===== src/rtl/mux_pkg.sv =====
// Shared defaults and index-width helper for the round-robin N:1 mux.
// No ports; imported by rr_arbiter and mux_rr_nto1.
package mux_pkg;

  localparam int WIDTH_DEF = 4;
  localparam int NCH_DEF   = 4;

  // ceil(log2(n)), never below 1 so a 2-channel mux still has a bit
  function automatic int idx_w(input int n);
    int w;
    w = 1;
    for (int i = 1; i < 31; i++) begin
      if ((1 << w) < n) w = w + 1;
    end
    return w;
  endfunction

endpackage


===== src/rtl/rr_arbiter.sv =====
// Rotating-priority arbiter: scans from (last+1) mod NCH upward with wrap.
// Ports: req[NCH] in, last in, grant[NCH] one-hot out, grant_idx out.
module rr_arbiter
  import mux_pkg::*;
#(
  parameter  int NCH = NCH_DEF,
  localparam int IW  = idx_w(NCH)
) (
  input  logic [NCH-1:0] req,
  input  logic [IW-1:0]  last,
  output logic [NCH-1:0] grant,
  output logic [IW-1:0]  grant_idx
);

  int   j;
  logic found;

  always_comb begin
    grant     = '0;
    grant_idx = '0;
    found     = 1'b0;
    j         = 0;
    for (int k = 1; k <= NCH; k++) begin
      j = int'(last) + k;
      if (j >= NCH) j = j - NCH;
      if (!found && req[j]) begin
        found     = 1'b1;
        grant[j]  = 1'b1;
        grant_idx = IW'(j);
      end
    end
  end

endmodule


===== src/rtl/mux_rr_nto1.sv =====
// N:1 registered mux with valid/ready on every channel and one output reg.
// Ports: clk, rst_n (async low), in_data/in_valid/in_ready per channel,
// out_data/out_valid/out_ready/out_src downstream.
// Build macro MUX_RR_ROUND_ROBIN_EN: rotating priority; otherwise fixed
// priority (lowest index wins) with no arbitration register.
module mux_rr_nto1
  import mux_pkg::*;
#(
  parameter  int WIDTH = WIDTH_DEF,
  parameter  int NCH   = NCH_DEF,
  localparam int IW    = idx_w(NCH)
) (
  input  logic                 clk,
  input  logic                 rst_n,
  input  logic [NCH*WIDTH-1:0] in_data,
  input  logic [NCH-1:0]       in_valid,
  output logic [NCH-1:0]       in_ready,
  output logic [WIDTH-1:0]     out_data,
  output logic                 out_valid,
  input  logic                 out_ready,
  output logic [IW-1:0]        out_src
);

  logic             load;
  logic             xfer;
  logic [NCH-1:0]   grant;
  logic [IW-1:0]    grant_idx;
  logic [IW-1:0]    last;

  logic [WIDTH-1:0] data_q, data_d;
  logic [IW-1:0]    src_q, src_d;
  logic             valid_q, valid_d;

  rr_arbiter #(.NCH(NCH)) u_arb (
    .req       (in_valid),
    .last      (last),
    .grant     (grant),
    .grant_idx (grant_idx)
  );

  // output slot is free, or being drained this cycle
  assign load     = ~valid_q | out_ready;
  assign in_ready = (load & rst_n) ? grant : '0;
  assign xfer     = |in_ready;

`ifdef MUX_RR_ROUND_ROBIN_EN
  logic [IW-1:0] last_q, last_d;

  assign last_d = xfer ? grant_idx : last_q;
  assign last   = last_q;

  always_ff @(posedge clk or negedge rst_n) begin
    if (!rst_n) last_q <= IW'(NCH - 1);
    else        last_q <= last_d;
  end
`else
  // scanning from NCH-1 +1 wraps to 0: plain lowest-index priority
  assign last = IW'(NCH - 1);
`endif

  always_comb begin
    data_d  = data_q;
    src_d   = src_q;
    valid_d = valid_q & ~out_ready;
    if (xfer) begin
      data_d  = in_data[grant_idx*WIDTH +: WIDTH];
      src_d   = grant_idx;
      valid_d = 1'b1;
    end
  end

  always_ff @(posedge clk or negedge rst_n) begin
    if (!rst_n) begin
      data_q  <= '0;
      src_q   <= '0;
      valid_q <= 1'b0;
    end else begin
      data_q  <= data_d;
      src_q   <= src_d;
      valid_q <= valid_d;
    end
  end

  assign out_data  = data_q;
  assign out_src   = src_q;
  assign out_valid = valid_q;

endmodule


===== config.mk =====
export PLATFORM = sky130hd
export DESIGN_NAME = mux_rr_nto1
export DESIGN_NICKNAME = d
export VERILOG_FILES = /design/src/rtl/mux_pkg.sv /design/src/rtl/rr_arbiter.sv /design/src/rtl/mux_rr_nto1.sv
export SDC_FILE = /design/constraint.sdc
export NUM_CORES = 1
export LEC_CHECK = 0
export ABC_CLOCK_PERIOD_IN_PS = 2000
export CORE_MARGIN = 2
export CORE_UTILIZATION = 39
export CTS_BUF_LIST = sky130_fd_sc_hd__clkbuf_16
export DETAILED_ROUTE_END_ITERATION = 12
export PLACE_DENSITY = 0.83
export SLEW_MARGIN = 20
export SYNTH_ARGS = -nofsm -noshare
export SYNTH_HDL_FRONTEND = slang
export SYNTH_SLANG_ARGS = --single-unit

===== constraint.sdc =====
create_clock -name clk -period 2 [get_ports clk]
set_clock_uncertainty 0.1 [all_clocks]
set_input_delay 0.4 -clock clk [delete_from_list [all_inputs] [get_ports clk]]
set_output_delay 0.4 -clock clk [all_outputs]
set_load 0.05 [all_outputs]

==> summary.txt <==
Logic pwr share: 37.6%
Fmax: 0.526 GHz
Predominant post-synthesis flop cell: dfrtp_1
Clk Latency, worst-skew pair: 230 ps
I/O pins: 34
Initial DRC count: 7
Total CTS buffers: 3
Final #Nets: 134
Final antenna diode count: 0
Cell area power density: 746 nW/µm²
Max stage delay cell, worst path: or2_4
Die Ht: 42.1 µm
Slew @ Worst Pin: 491 ps
Yosys top cell area share: 30.9%
Count leader, synth: nand3b_1
Buf+Inv Stages, Crit Path: 2
Reg-to-reg slack, setup: 700 ps
Crit path to: in_ready[3]
Worst Path Max Fanout: 4
Total wire length: 1800 µm
Worst-path clk slew: 40 ps
Placed wire-length estimate: 1380 µm
Rows: 13
Internal power: 568 µW
Synth warn: 0
Final Util: 84.7%
Avg Synthesized Cell Area: 8.72 µm²
Switching Fraction: 32.6%
GRT overflow: 0
Via/cell ratio: 5.38
CTS HTree Levels: 1
Die width: 42.1 µm
Hold Fails Final Rpt: 0
Final setup fails: 0
Crit. End Element: output pin
CP startpoint: in_valid[0]
Clock sinks: 7
Pins over their slew limit: 0
GP Congestion: 0.840
Flops & latches, synth: 7
Net Count, Synth: 88
Number of flops mapped to enable cells by yosys: 0
Netlist Area Pre-Place: 567 µm²
Worst Hold Class: in -> async
Clock buffer depth: 2
DRC: 0
Placement Setup Slack: -130 ps
Commonest cells post-synth: 8 x nand3b_1, 7 x dfrtp_1, 6 x nand2_1
Drt first pass iters: 4
CP max stage delay: 290 ps
Initial antenna violation count: 0
Setup ws final: 100 ps
ANT nets after route: 0
Largest net degree at the start of global routing: 18
Area contributors post-synth: dfrtp_1 31%, nand3b_1 11%, o32a_1 5.3%, buf_6 4.0%, nand2_1 4.0%
Design Area, Final: 1130 µm²
RSZ-0062 raised after global routing: false
Number of max-cap violations: 0
Register area share after synthesis: 30.9%
Buffers on Ports: 33
Core box area: 1330 µm²
FF-to-FF path depth: 4
Critical Path RT: 1500 ps
Outcome: finished, final reports clean
Total Die Area: 1770 µm²
Arrival time worst endpoint: 1400 ps
R2R Path Start: out_valid$_DFF_PN0_
Period utilization: 95.0%
Clock Power Share: 40.5%
CP Cell Sequence: dlygate4sd2_1 -> or2_4 -> nor4_4 -> buf_12
Share of layout cells above drive strength 1: 37.3%
GRT Overall Usage: 23.3%
CP top delay family: simple AND/OR/NAND/NOR gates
Area after DPL: 1040 µm²
CP startpoint kind: input pin
Clk root buf: clkbuf_16
WHS: 207 ps
Net Sw Power: 275 µW
Routed WL per cell: 14.4 µm
Critical path type: in -> out
Share of flip-flops with an asynchronous set or reset: 100%
Post-synth cell types: 30
CTS tree: done
First-pass GRT wire length: 3040 µm
Max IR drop VDD: 0.783 mV
Starting density of the core: 42.5%
Leak: 0.000488 µW
Max_slew headroom: 67.2%
Number of global-route vias before repair: 703
Gate Count Post-Synth: 65
Reg2reg end: out_data[0]$_DFFE_PN0P_
Syn-to-layout area delta: 99.3%
Levels on crit path: 4
CTS hold repair buffers: 0
Final Power: 843 µW
Sequential power share: 21.8%
Fin crit period: 1900 ps
Routed vias: 672
Cell taking the most area after synthesis: dfrtp_1
-- what timing repair did --
action / 4_1_cts / 5_1_grt
buffers inserted: 1 / 0
gates resized for setup: 7 / 0
endpoints found under the hold margin: 0 / 0
endpoints found under the setup margin: 3 / 1
pin swaps: 3 / 1
-- per-layer routing --
layer	up-vias	wire length [µm]	global-route usage, %
li1	329	-	-
met3	7	113	8.19
met1	305	712	24.2
met4	0	32	11.3
met5	-	0	0
met2	31	945	41.3
-- worst min-delay path by stage --
stage | start | to | slack [ps] | cells after the start
floorplan | rst_n | out_data[0]$_DFFE_PN0P_ | 4 | 0
global placement | out_data[1]$_DFFE_PN0P_ | out_data[1]$_DFFE_PN0P_ | 390 | 1
detailed placement | out_data[1]$_DFFE_PN0P_ | out_data[1]$_DFFE_PN0P_ | 400 | 1
CTS | rst_n | out_src[1]$_DFFE_PN0P_ | 210 | 2
global route | rst_n | out_src[1]$_DFFE_PN0P_ | 220 | 2
finish | rst_n | out_src[0]$_DFFE_PN0P_ | 210 | 2
-- worst reg2reg max path, cell delays in order, from the launching register on --
cell and delay, ps:
dfrtp_2 410, nand2b_4 90, buf_4 170, nand4_1 110, o32a_1 300
-- registers in the layout, indices dropped and copies added, names as in the netlist --
name,flops
out_valid,1
out_data,4
out_src,2
-- power by group through the flow --
stage / clock network [µW] / logic (µW) / registers (µW)
final: 342 / 317 / 184
after global routing: 356 / 335 / 188
after CTS: 348 / 319 / 185
after detailed placement: 0 / 316 / 186
after global placement: 0 / 310 / 184
after floorplan: 0 / 103 / 267
-- cells by family (layout without fill, tap and decap cells) --
kind of cell | count (synthesis) | after routing | share of synthesized area, %
AO/OA/AOI/OAI | 17 | 17 | 23.6
flip-flops | 7 | 7 | 30.9
buffers and inverters | 11 | 56 | 11.9
AND/OR/NAND/NOR | 30 | 30 | 33.6
-- metrics by stage --
step / setup TNS (ps) / std cells
after floorplan: 0 / 65
after global placement: -390 / 120
after detailed placement: -586 / 120
after CTS: 0 / 125
after global routing: 0 / 125
final: 0 / 125
-- area by class of cell --
class | count | area, µm²
clock buffers | 3 | 75.1
clock inverters | 1 | 3.75
fillers | 85 | 204
inverters | 3 | 11.3
multi-input cells | 47 | 372
flip-flops and latches | 7 | 176
well taps | 15 | 18.8
repair buffers | 49 | 473
-- placed cells by master, fill, tap and decap left out --
master and count:
buf_4 21, clkdlybuf4s50_1 18, nand3b_1 8, dfrtp_1 6, nand2_1 5, dlygate4sd2_1 5, inv_1 4, a21oi_1 4
buf_12 4, nand4_1 3, o32a_1 3, a31oi_1 3, clkbuf_16 3, nand3_1 2, o21a_2 2, nand2b_4 1
nand2_4 1, or2_4 1, nor3_4 1, nor4_4 1, nor3b_4 1, or4_1 1, nor3_1 1, and3_4 1
o21a_1 1, and2_1 1, or2_0 1, nor2_1 1, o221a_2 1, o21ai_0 1, a21o_1 1, a41oi_2 1
dfrtp_2 1, buf_6 1
No activity file was read; power rests on OpenSTA's default activity.
